<file path="src/rtl/escalonador_avaliacao_pkg.sv">
// Shared types, segment patterns and helpers for the evaluation scheduler.
package aval_pkg;

  localparam int N_REQ = 4;

  typedef enum logic [1:0] {
    IDLE  = 2'd0,
    GRANT = 2'd1,
    SHOW  = 2'd2
  } state_t;

  // Segment order {a,b,c,d,e,f,g}
  localparam logic [6:0] SEG_Y0 = 7'b0001100;
  localparam logic [6:0] SEG_Y1 = 7'b1111010;
  localparam logic [6:0] SEG_Y2 = 7'b1111100;
  localparam logic [6:0] SEG_Y3 = 7'b1110011;

  function automatic logic [6:0] seg_decode(input logic [1:0] y);
    logic [6:0] s;
    case (y)
      2'b00:   s = SEG_Y0;
      2'b01:   s = SEG_Y1;
      2'b10:   s = SEG_Y2;
      default: s = SEG_Y3;
    endcase
    return s;
  endfunction

  function automatic logic [1:0] onehot_idx(input logic [3:0] oh);
    logic [1:0] i;
    case (oh)
      4'b0010: i = 2'd1;
      4'b0100: i = 2'd2;
      4'b1000: i = 2'd3;
      default: i = 2'd0;
    endcase
    return i;
  endfunction

endpackage

</file>
<file path="src/rtl/escalonador_avaliacao_rr_arbiter4.sv">
// Combinational round-robin pick: first set request at or after ptr, wrapping 3->0.
module rr_arbiter4
  import aval_pkg::*;
(
  input  logic [3:0] req,
  input  logic [1:0] ptr,
  output logic [3:0] win,
  output logic       any_req
);

  logic [1:0] idx;

  always_comb begin
    win = '0;
    idx = ptr;
    for (int k = 0; k < N_REQ; k++) begin
      idx = ptr + 2'(k);
      if ((win == 4'b0000) && req[idx]) win[idx] = 1'b1;
    end
    any_req = |req;
  end

endmodule

</file>
<file path="src/rtl/escalonador_avaliacao.sv">
// Round-robin sequencer sharing one external evaluation unit and its display.
// Optional AVAL_BLANK_EN: blank the display on return to IDLE.
module escalonador_avaliacao
  import aval_pkg::*;
#(
  parameter int HOLD_CYCLES = 4
) (
  input  logic        clk,
  input  logic        rst_n,
  input  logic [3:0]  req,
  input  logic [7:0]  req_e,
  input  logic [15:0] req_p,
  output logic [1:0]  eval_e,
  output logic [3:0]  eval_p,
  input  logic [1:0]  eval_y,
  output logic [3:0]  grant,
  output logic [3:0]  done,
  output logic [1:0]  result,
  output logic        result_valid,
  output logic [6:0]  seg,
  output logic        busy
);

  localparam int CNT_W = $clog2(HOLD_CYCLES + 1);

  state_t           state, state_nxt;
  logic [1:0]       ptr;
  logic [1:0]       gidx;
  logic [CNT_W-1:0] cnt;
  logic [3:0]       win;
  logic             any_req;
  logic [1:0]       win_idx;
  logic [1:0]       sel_e;
  logic [3:0]       sel_p;

  rr_arbiter4 u_arb (
    .req     (req),
    .ptr     (ptr),
    .win     (win),
    .any_req (any_req)
  );

  assign win_idx = onehot_idx(win);
  assign sel_e   = req_e[{win_idx, 1'b0} +: 2];
  assign sel_p   = req_p[{win_idx, 2'b00} +: 4];
  assign busy    = (state != IDLE);

  always_comb begin
    state_nxt = state;
    case (state)
      IDLE:    if (any_req) state_nxt = GRANT;
      GRANT:   state_nxt = SHOW;
      SHOW:    if (cnt == '0) state_nxt = IDLE;
      default: state_nxt = IDLE;
    endcase
  end

  always_ff @(posedge clk or negedge rst_n) begin
    if (!rst_n) begin
      state        <= IDLE;
      ptr          <= 2'd0;
      gidx         <= 2'd0;
      cnt          <= '0;
      grant        <= 4'b0000;
      done         <= 4'b0000;
      eval_e       <= 2'b00;
      eval_p       <= 4'b0000;
      result       <= 2'b00;
      result_valid <= 1'b0;
      seg          <= 7'b0000000;
    end else begin
      state <= state_nxt;
      case (state)
        // Operands are frozen here so later input changes cannot disturb the evaluation
        IDLE: begin
          if (any_req) begin
            eval_e <= sel_e;
            eval_p <= sel_p;
            grant  <= win;
            gidx   <= win_idx;
          end
        end
        GRANT: begin
          result       <= eval_y;
          seg          <= seg_decode(eval_y);
          result_valid <= 1'b1;
          done         <= grant;
          cnt          <= CNT_W'(HOLD_CYCLES - 1);
        end
        SHOW: begin
          done <= 4'b0000;
          if (cnt == '0) begin
            grant        <= 4'b0000;
            result_valid <= 1'b0;
            ptr          <= gidx + 2'd1;
`ifdef AVAL_BLANK_EN
            seg          <= 7'b0000000;
`else
            seg          <= seg;
`endif
          end else begin
            cnt <= cnt - CNT_W'(1);
          end
        end
        default: ;
      endcase
    end
  end

endmodule

</file>
<file path="config.mk">
export PLATFORM = sky130hd
export DESIGN_NAME = escalonador_avaliacao
export DESIGN_NICKNAME = d
export VERILOG_FILES = /design/src/rtl/escalonador_avaliacao_pkg.sv /design/src/rtl/escalonador_avaliacao_rr_arbiter4.sv /design/src/rtl/escalonador_avaliacao.sv
export SDC_FILE = /design/constraint.sdc
export NUM_CORES = 1
export LEC_CHECK = 0
export CAP_MARGIN = 25
export CORE_ASPECT_RATIO = 0.9
export CORE_MARGIN = 1.5
export CORE_UTILIZATION = 35
export CTS_CLUSTER_DIAMETER = 60
export DETAILED_ROUTE_END_ITERATION = 6
export PLACE_DENSITY = 0.69
export SYNTH_ARGS = -nofsm -noshare
export SYNTH_HDL_FRONTEND = slang
export SYNTH_SLANG_ARGS = --single-unit
</file>
<file path="constraint.sdc">
create_clock -name clk -period 4.1 [get_ports clk]
set_input_delay 0.82 -clock clk [delete_from_list [all_inputs] [get_ports clk]]
set_output_delay 0.82 -clock clk [all_outputs]
set_load 0.005 [all_outputs]
</file>
==> out/metrics.cfg <==
[route]
firstDrtPassIters = 4
drc_errors = 0
dr_total_vias = 1865
wl_mm = 4.78
viasPerCell = 5.30
drtIter0Drc = 104
detail-route-antenna-nets = 0
detail_route.wl_per_cell_um = 13.6

[synth]
syn_inst = 222
ys_ff_latch = 31
yosysSeqAreaShare_pct = 37.2
syn_area_um2 = 2090
synth-main-ff-cell = dfrtp_1
syn_nets = 267
async_reset_ff_share_pct = 100
synth_edf_count = 0
synth_warnings = 0
avgSynthCellArea_um2 = 9.40
ys_types = 47

[setup_path]
cp_max_fo = 9
crit_type = flip-flop to flip-flop
cp-start-kind = flip-flop
cp_slowest_cell = mux4_2
worstPathRequired_ns = 4.24
cp_top_family = simple AND/OR/NAND/NOR gates
crit_buf_inv = 1
slowest_delay_ns = 0.56
worst_setup_path_end_kind = flip-flop
path_cells = inv_1 > ha_1 > mux4_2 > a21bo_2 > nand4bb_1 > and3_1 > a41oi_2 > xnor2_1 > or3_1 > mux2i_1 > a21oi_1
critPathArrivalTime_ns = 3.84
r2r-start = ptr[1]$_DFFE_PN0P_
cp-startpoint = ptr[1]$_DFFE_PN0P_

[power_and_ir_drop]
p_leak_nw = 1.18
max-vdd-ir-drop_mv = 0.412
p_per_area_nw_per_um2 = 761

[sta]
hold_viol_final = 0
max_freq_ghz = 0.270
period_minus_slack_ns = 3.70
tns_ns = 0
slew_headroom_pct = 66.2
min_period_over_period_pct = 90.3
worst_pin_slew_ns = 0.501
rsz0062_at_grt = false
setup_violations = 0
fin_ws_ns = 0.396
slew_violations = 0
skew_ns = 0.00203

[floorplan]
rows = 26
coreArea_um2 = 5730
die_w_um = 84.4
fp.dieH_um = 76.2
start_util_pct = 36.4
ioPinCount = 57
dieArea_um2 = 6430

[cts]
cts_tree = done
cts_root_buf = clkbuf_8
cts_setup_buffers = 0
clock_latency_ns = 0.27
cts_hold_buffers = 0
cts_made_buffers = 5
cts_buffer_depth = 2
cts.sinks = 31
htreeDepth = 2
clkTransAtPathRegs_ns = 0.06
postCtsResizedCells = 0

[hold_path]
hold_path.class = flip-flop to flip-flop
worstHoldStart = cnt[0]$_DFFE_PN0P_

[global_routing]
grt_max_degree = 32
grt_pass1_vias = 1742
antenna_found_initial = 0
track_usage_pct = 15.5
grt.overflow.total = 0
grt_pass1_wl_mm = 8.20

[layout]
drive_above_1_share_pct = 8.16
nets = 327
seq_area_um2 = 776
design_area_um2 = 2800
fill_cells = 533
n_antenna_cell = 0
multi_input_area_um2 = 1190
syn_to_final_growth_pct = 34.2
finalNonFillerCells = 352

[place]
hpwl_mm = 3.65
gp_congestion = 0.856
io_buffer_count = 56
placed_cells = 345
place_ws_ns = 0.208
dpl-instance-area_um2 = 2710

[run]
max-cap-violations = 0

[outcome]
status = complete, no violations

[final timing paths]
kind | cells past startpoint | to | slack (ns)
max in group asynchronous | 2 | eval_p[2]$_DFFE_PN0P_ | 2.87
worst max-delay path | 11 | eval_e[1]$_DFFE_PN0P_ | 0.40
worst min register to register | 1 | cnt[0]$_DFFE_PN0P_ | 0.48
worst min-delay path | 1 | cnt[0]$_DFFE_PN0P_ | 0.48
worst max register to register | 11 | eval_e[1]$_DFFE_PN0P_ | 0.40
min in group asynchronous | 2 | result[0]$_DFFE_PN0P_ | 0.94
[routing by layer]
metal	vias up	global-route usage, %	part of all wire (%)	wire length (µm)
li1	937	-	-	-
met1	857	22.4	49	2330
met2	69	23.0	44	2090
met3	2	4.98	7.3	351
met4	0	2.58	0.21	10
met5	-	0	0	0
[cells in the final DEF, fill, tap and decap left out, types with 2 or more instances in the layout]
cell | netlist | final
a21oi_1 | 15 | 15
a22oi_1 | 3 | 3
a31oi_1 | 4 | 4
a41o_1 | 2 | 2
a41oi_1 | 2 | 2
buf_4 | 2 | 5
clkbuf_8 | 0 | 6
clkdlybuf4s50_1 | 0 | 56
dfrtp_1 | 31 | 31
ha_1 | 13 | 13
inv_1 | 17 | 17
mux2i_1 | 8 | 8
mux4_2 | 4 | 4
nand2_1 | 26 | 26
nand2b_1 | 2 | 2
nand3_1 | 6 | 6
nand3b_1 | 4 | 4
nor2_1 | 13 | 13
nor3_1 | 3 | 3
o21a_1 | 3 | 3
o21ai_0 | 18 | 18
o21ai_1 | 2 | 2
o22a_1 | 6 | 6
o22ai_1 | 6 | 6
o31a_1 | 3 | 3
or3_1 | 2 | 2
[logic make-up after synthesis]
| group | share of synthesized area, % |
|---|---|
| multiplexers | 8.70 |
| XOR/XNOR | 0.840 |
| flip-flops | 37.2 |
| buffers and inverters | 5.94 |
| AO/OA/AOI/OAI | 24.3 |
| adder cells (fa/ha/maj) | 7.80 |
| AND/OR/NAND/NOR | 15.2 |
[stage by stage]
step	hold slack, ns	power, mW	util, %
floorplan	0.450	1.47	-
global placement	0.468	1.88	47.4
detailed placement	0.472	1.90	47.4
CTS	0.485	2.14	48.9
global route	0.508	2.32	48.9
finish	0.483	2.13	48.9
[cells in the mapped netlist, drive strengths merged (3+ instances only)]
master | instances | share of area, %
dfrtp | 31 | 37
o31a | 3 | 1.3
o22ai | 6 | 1.8
a31oi | 4 | 1.2
buf | 5 | 2.3
clkbuf | 3 | 0.54
o21ai | 20 | 4.8
nor2 | 13 | 2.3
inv | 17 | 3.1
nand3 | 6 | 1.4
mux4 | 4 | 4.3
a22oi | 3 | 1.1
nand3b | 4 | 1.4
o22a | 6 | 2.5
nand2 | 26 | 4.7
ha | 13 | 7.8
o21a | 3 | 1.1
a41oi | 4 | 2.9
mux2i | 8 | 3.8
a21oi | 15 | 3.6
nor3 | 3 | 0.72
[area by class of cell]
class	instances	share of cell area [%]
Inverter	17	2.28
Clock buffer	6	2.95
Clock inverter	1	0.179
Tap cell	70	3.13
Timing Repair Buffer	61	21.4
Sequential cell	31	27.7
Multi-Input combinational cell	166	42.4
[worst register-to-register path: cells and delay by family, from the launching register on]
family	cells	cell delay (ns)
flip-flops	1	0.55
AND/OR/NAND/NOR	3	0.92
AO/OA/AOI/OAI	3	0.64
buffers and inverters	1	0.19
adder cells (fa/ha/maj)	1	0.37
multiplexers	2	0.81
XOR/XNOR	1	0.10
[registers in the layout, summed over array words and instances (netlist names)]
register,flops
seg,5
done,4
eval_p,4
grant,4
cnt,3
eval_e,2
gidx,2
ptr,2
result,2
state,2
result_valid,1
[power breakdown]
part	total, mW	internal [mW]	switching [mW]
Combinational	1.38	0.669	0.711
Sequential	0.511	0.432	0.0791
Clock	0.239	0.131	0.107
Total	2.13	1.23	0.897
Power figures use the tool's default switching activity.
